[config.mk]
export PLATFORM = sky130hd
export DESIGN_NAME = ram_arbiter
export DESIGN_NICKNAME = d
export VERILOG_FILES = /design/src/rtl/cpu_types_pkg.sv /design/src/rtl/rr_pick.sv /design/src/rtl/ram_arbiter.sv
export SDC_FILE = /design/constraint.sdc
export NUM_CORES = 1
export LEC_CHECK = 0
export CORE_AREA = 3 3 103 105
export DETAILED_ROUTE_END_ITERATION = 8
export DIE_AREA = 0 0 106 108
export SKIP_CTS_REPAIR_TIMING = 1
export SYNTH_ARGS = -nofsm -noshare
export SYNTH_HDL_FRONTEND = slang
export SYNTH_HIERARCHICAL = 1
export SYNTH_SLANG_ARGS = --single-unit
[constraint.sdc]
create_clock -name CLK -period 1.2 [get_ports CLK]
set_input_delay 0.18 -clock CLK [delete_from_list [all_inputs] [get_ports CLK]]
set_output_delay 0.18 -clock CLK [all_outputs]
set_load 0.02 [all_outputs]
[src/rtl/cpu_types_pkg.sv]
// -----------------------------------------------------------------------------
// cpu_types_pkg
//   Shared CPU-level types: RAM handshake state, word type, and the RAM
//   arbiter's state encoding and debug counter width.
// -----------------------------------------------------------------------------
package cpu_types_pkg;

  typedef logic [31:0] word_t;

  typedef enum logic [1:0] {
    FREE   = 2'd0,
    BUSY   = 2'd1,
    ACCESS = 2'd2,
    ERROR  = 2'd3
  } ramstate_t;

  typedef enum logic [1:0] {
    IDLE  = 2'd0,
    XFER  = 2'd1,
    DRAIN = 2'd2
  } arb_state_t;

  localparam int ARB_CNT_W = 8;

endpackage

[src/rtl/rr_pick.sv]
// -----------------------------------------------------------------------------
// rr_pick
//   Combinational round-robin selector. Returns the first active index at or
//   after i_ptr, scanning upward modulo NREQ.
//   Ports:
//     i_active  NREQ   requester active vector
//     i_ptr     IDX_W  round-robin start index
//     o_gnt     IDX_W  selected index (0 when nothing is active)
//     o_any     1      at least one requester is active
// -----------------------------------------------------------------------------
module rr_pick #(
  parameter int NREQ  = 2,
  parameter int IDX_W = 1
) (
  input  logic [NREQ-1:0]  i_active,
  input  logic [IDX_W-1:0] i_ptr,
  output logic [IDX_W-1:0] o_gnt,
  output logic             o_any
);

  int w_dist;
  int w_best;

  // Distance of each candidate from i_ptr (mod NREQ); the active candidate
  // with the smallest distance wins.
  always_comb begin
    // NOTE: every combinationally assigned variable gets a default first so
    // no path leaves it unassigned, which would infer a latch.
    o_gnt  = '0;
    o_any  = 1'b0;
    w_best = NREQ;
    w_dist = 0;
    for (int j = 0; j < NREQ; j++) begin
      w_dist = j - int'(i_ptr);
      if (w_dist < 0) w_dist = w_dist + NREQ;
      if (i_active[j] && (w_dist < w_best)) begin
        w_best = w_dist;
        o_gnt  = IDX_W'(j);
        o_any  = 1'b1;
      end
    end
  end

endmodule

[src/rtl/ram_arbiter.sv]
// -----------------------------------------------------------------------------
// ram_arbiter
//   Shares the single RAM port between NREQ cache requesters, round-robin.
//   One transaction is held open until RAM reports ACCESS, followed by one
//   DRAIN cycle with enables low. tb_hold parks the arbiter in IDLE.
//   Ports:
//     CLK, RST            clock, synchronous active-high reset
//     req_ren/req_wen     per-requester read/write request
//     req_addr/req_store  per-requester address / write data
//     req_wait            per-requester stall (low = done this cycle)
//     req_load            read data, valid where req_wait is low
//     memREN/memWEN       RAM enables
//     memaddr/memstore    RAM address / write data
//     ramstate/ramload    RAM status / read data
//     tb_hold             testbench requests the port
//     tb_idle             arbiter parked in IDLE
// -----------------------------------------------------------------------------
module ram_arbiter
  import cpu_types_pkg::*;
#(
  parameter int NREQ = 2
) (
  input  logic                  CLK,
  input  logic                  RST,
  input  logic [NREQ-1:0]       req_ren,
  input  logic [NREQ-1:0]       req_wen,
  input  word_t [NREQ-1:0]      req_addr,
  input  word_t [NREQ-1:0]      req_store,
  output logic [NREQ-1:0]       req_wait,
  output word_t                 req_load,
  output logic                  memREN,
  output logic                  memWEN,
  output word_t                 memaddr,
  output word_t                 memstore,
  input  ramstate_t             ramstate,
  input  word_t                 ramload,
  input  logic                  tb_hold,
  output logic                  tb_idle
);

  localparam int IDX_W = (NREQ > 1) ? $clog2(NREQ) : 1;
  localparam logic [IDX_W-1:0] LAST_IDX = IDX_W'(NREQ - 1);

  arb_state_t             r_state;
  arb_state_t             w_next_state;
  logic [IDX_W-1:0]       r_gnt;
  logic [IDX_W-1:0]       r_ptr;
  logic [ARB_CNT_W-1:0]   r_xfer_cnt;

  logic [NREQ-1:0]        w_active;
  logic [IDX_W-1:0]       w_pick;
  logic                   w_any;
  logic                   w_done;

  assign w_active = req_ren | req_wen;

  rr_pick #(
    .NREQ  (NREQ),
    .IDX_W (IDX_W)
  ) u_rr_pick (
    .i_active (w_active),
    .i_ptr    (r_ptr),
    .o_gnt    (w_pick),
    .o_any    (w_any)
  );

  // Completion: granted requester still active and RAM reports ACCESS.
  assign w_done = (r_state == XFER) && w_active[r_gnt] && (ramstate == ACCESS);

  // Next-state logic. ERROR falls through like BUSY, so the request is retried.
  always_comb begin
    w_next_state = r_state;
    case (r_state)
      IDLE:    if (!tb_hold && w_any) w_next_state = XFER;
      XFER:    if (!w_active[r_gnt]) w_next_state = IDLE;  // abandoned
               else if (ramstate == ACCESS) w_next_state = DRAIN;
      DRAIN:   w_next_state = IDLE;
      default: w_next_state = IDLE;
    endcase
  end

  // Outputs. Write wins when a requester raises both enables.
  always_comb begin
    memREN   = 1'b0;
    memWEN   = 1'b0;
    memaddr  = '0;
    memstore = '0;
    req_load = '0;
    req_wait = w_active;
    if (r_state == XFER) begin
      memWEN   = req_wen[r_gnt];
      memREN   = req_ren[r_gnt] & ~req_wen[r_gnt];
      memaddr  = req_addr[r_gnt];
      memstore = req_store[r_gnt];
    end
    if (w_done) begin
      req_wait[r_gnt] = 1'b0;
      req_load        = ramload;
    end
  end

  assign tb_idle = (r_state == IDLE);

  always_ff @(posedge CLK) begin
    if (RST) begin
      // NOTE: state registers use non-blocking assignments so every flop
      // samples pre-edge values regardless of statement order.
      r_state    <= IDLE;
      r_gnt      <= '0;
      r_ptr      <= '0;
      r_xfer_cnt <= '0;
    end else begin
      r_state <= w_next_state;
      if ((r_state == IDLE) && (w_next_state == XFER)) begin
        r_gnt      <= w_pick;
        r_xfer_cnt <= '0;
      end
      if (r_state == XFER) begin
        if (r_xfer_cnt != '1) r_xfer_cnt <= r_xfer_cnt + 1'b1;
        if (w_done) r_ptr <= (r_gnt == LAST_IDX) ? '0 : r_gnt + 1'b1;
      end
    end
  end

endmodule

==> run summary <==
Critical path
* **critical path's slowest cell** sky130_fd_sc_hd__dfxtp_2
* **source of the worst register-to-register timing path** r_gnt
* **delay-heaviest family, CP** buffers and inverters
* **critical path endpoint category** primary output
* **Crit Path Category** flop to primary output
* **number of buffers and inverters on the critical path** 3
* **signal arrival time at the worst endpoint** 1.52 ns
* **Setup crit start kind** flop
* **critical path depth** 6
* **launch point of the worst path** r_state[1]
* **Crit Path Max Fanout** 17
* **data required time at the worst endpoint** 1.02 ns
* **Largest stage delay, worst path** 0.31 ns
* **cell count of the worst reg-to-reg path** 5
* **critical-path cell list** nand4bb_4, a211oi_4, buf_4, buf_12, and2_2, buf_6

Clock network
* **deepest level of the CTS H-tree** 1
* **root buf cell** sky130_fd_sc_hd__clkbuf_8
* **clock insertion delay at the later pin of the skew report** 0.22 ns
* **number of buffers added by the clock tree synthesis step** 3
* **clock tree from TritonCTS** built
* **clk buf depth** 2
* **Clock Pin Slew Worst Setup and Hold Paths** 0.03 ns
* **sinks on the clock net** 4

Synth
* **instance count of the mapped netlist** 215
* **number of nets in the synthesized netlist** 384
* **Top FF cell, synth** sky130_fd_sc_hd__dfxtp_1
* **number of warnings reported in the yosys synthesis log** 6
* **count of state elements after synthesis** 4
* **Avg Synthesized Cell Area** 6.82 um^2
* **netlist area before placement** 0.00147 mm^2
* **share of synthesized flip-flops with an asynchronous set or reset** 0%
* **number of flops mapped to enable cells by yosys** 0
* **Distinct cells, synth** 24
* **register area share after synthesis** 5.46%

Worst hold path
* **worst hold path type** input pin to flop
* **number of cells on the worst hold path** 4
* **hold path startpoint** req_wen[0]

STA
* **setup skew after layout** 0.00207 ns
* **post-route fraction of the period consumed by the critical path** 142%
* **worst max-slew margin expressed relative to the limit** 82.9%
* **unrepaired setup endpoints after global routing** yes
* **highest clock frequency the design can meet** 587 MHz
* **time the final worst path needs with I/O delays and setup** 1.70 ns
* **Worst Tran Pin Value** 0.255 ns
* **final worst setup slack** -0.503 ns
* **final hold viol count** 0
* **final setup violation count** 102
* **Max Transition Viols Final** 0

Placed design
* **detailed placement HPWL** 8320 um
* **cell count after placement** 622
* **GPL Wtd Cong** 0.714
* **Area after DPL** 0.00520 mm^2
* **worst setup timing slack at the placement stage** -1.08 ns
* **IO buf count** 269

Floorplanning
* **die outline width** 106 um
* **die extent in y** 108 um
* **Total Die Area** 0.0114 mm^2
* **Rows** 36
* **effective utilization at floorplan** 15.1%
* **top-level I/O count** 270
* **Core ar.** 0.00973 mm^2

Power and ir drop
* **worst vdd ir** 0.000578 V
* **Switching Share** 38.7%
* **combinational cell fraction of total power** 85.4%
* **Final Power** 3.11 mW
* **proportion of power drawn by flip-flops and latches** 4.9%
* **Internal** 1.90 mW
* **leakage** 2.36 nW
* **Switch Pwr** 1.20 mW
* **pwr/cell area** 479 mW/mm^2
* **clock network power share** 9.7%

Run
* **number of max-cap violations** 0

Cells and area
* **post-layout instance count excluding filler cells** 649
* **Nets** 686
* **area growth from synthesis to layout** 343%
* **final instance area** 0.00649 mm^2
* **number of antenna diodes** 0
* **share of cells above drive strength 1** 63.2%
* **filler cell count in the final layout** 769

GRT
* **overflow left after global routing** 0
* **global-route wire length before repair** 14300 um
* **pin count of the biggest net entering global routing** 34
* **all-layer global routing usage** 15.5%
* **number of antenna violations at the first check in global routing** 0
* **via count of the first global-routing pass** 2747

Drt
* **wire length per cell** 17.8 um
* **DR vias** 2808
* **routed vias/inst** 4.33
* **DRT Pass-1 Iters** 4
* **initial drt markers** 64
* **final antenna-violating net count** 0
* **DRC violation count after routing** 0
* **routed wire length** 11600 um

Status
* **status** finished with violations
* **failing checks** setup timing

state kept, by name, indices dropped and copies added (netlist names):
| signal | cells |
|---|---|
| r_ptr | 1 |
| r_gnt | 1 |
| r_state | 2 |
worst reg2reg max path: stages (launching register included):
cell	delay, ns
sky130_fd_sc_hd__dfxtp_4	0.37
sky130_fd_sc_hd__buf_6	0.13
sky130_fd_sc_hd__buf_12	0.14
sky130_fd_sc_hd__buf_8	0.13
sky130_fd_sc_hd__buf_6	0.11
sky130_fd_sc_hd__a2111oi_4	0.32
power by group through the flow:
stage          registers (mW)  logic [mW]  clock network (mW)
5_1_grt                 0.152        2.79               0.328
6_report                0.151        2.65               0.303
2_1_floorplan           0.150       0.970                   0
4_1_cts                 0.146        2.06               0.306
3_3_place_gp            0.147        2.04                   0
3_5_place_dp            0.148        2.06                   0
Yosys cell counts, drive strengths merged, types with 2 or more instances:
cell type   n  area [um^2]
a21oi       3         15.0
and2       32          200
buf        13         65.1
clkbuf      5         22.5
dfxtp       4         80.1
inv         4         15.0
mux2i      66          661
nor2       71          267
nor2b       2         12.5
nor3        2         10.0
or2         2         12.5
metal layers:
| metal | up-vias | share of wire [%] | GRT usage (%) |
|---|---|---|---|
| met3 | 8 | 8.0 | 5.19 |
| met5 | - | 0 | 0 |
| met4 | 0 | 0.92 | 0.740 |
| li1 | 1343 | - | - |
| met1 | 1307 | 34 | 16.6 |
| met2 | 150 | 57 | 30.9 |
path summary, 6_finish.rpt:
kind                 end  slack [ns]
min reg2reg        r_ptr        0.52
min           r_state[0]        0.46
max          req_load[7]       -0.50
max reg2reg        r_ptr       -0.09
cell usage in the layout (no fill, tap or decap), types with 2 or more instances in the layout:
cell type and count:
sky130_fd_sc_hd__nand2b_4 2, sky130_fd_sc_hd__buf_16 2, sky130_fd_sc_hd__and2_4 14, sky130_fd_sc_hd__mux2i_1 4
sky130_fd_sc_hd__clkbuf_8 3, sky130_fd_sc_hd__dlymetal6s2s_1 4, sky130_fd_sc_hd__buf_6 108, sky130_fd_sc_hd__clkbuf_2 2
sky130_fd_sc_hd__buf_4 10, sky130_fd_sc_hd__nor2_2 17, sky130_fd_sc_hd__mux2i_2 4, sky130_fd_sc_hd__and2_2 17
sky130_fd_sc_hd__nor2_4 52, sky130_fd_sc_hd__buf_12 13, sky130_fd_sc_hd__a21oi_1 3, sky130_fd_sc_hd__mux2i_4 58
sky130_fd_sc_hd__clkbuf_16 9, sky130_fd_sc_hd__buf_8 4, sky130_fd_sc_hd__nor2_1 2, sky130_fd_sc_hd__clkdlybuf4s50_1 162
sky130_fd_sc_hd__dfxtp_2 2, sky130_fd_sc_hd__inv_1 4, sky130_fd_sc_hd__nor2b_1 2
cell type report:
cell class	count	area [um^2]	area share (%)
repair buffers	314	3570	55.1
multi-input cells	190	2610	40.1
well taps	133	166	2.56
flip-flops and latches	4	86.3	1.33
clock buffers	4	45.0	0.694
inverters	4	15.0	0.231
cell families after synthesis:
kind of cell	synth area share (%)
mux	45.1
simple gates	37.3
flops	5.46
buf+inv	7.00
compound gates	5.20
metrics by stage:
| stage | util [%] | hold WS [ns] | TNS [ns] |
|---|---|---|---|
| after detailed placement | 53.5 | 0.480 | -73.93 |
| final | 66.7 | 0.462 | -43.66 |
| after CTS | 53.9 | 0.485 | -89.01 |
| after global placement | 53.5 | 0.470 | -72.10 |
| after global routing | 66.7 | 0.522 | -49.15 |
| after floorplan | - | 0.244 | -7.85 |
(Power assumes the default switching activity.)
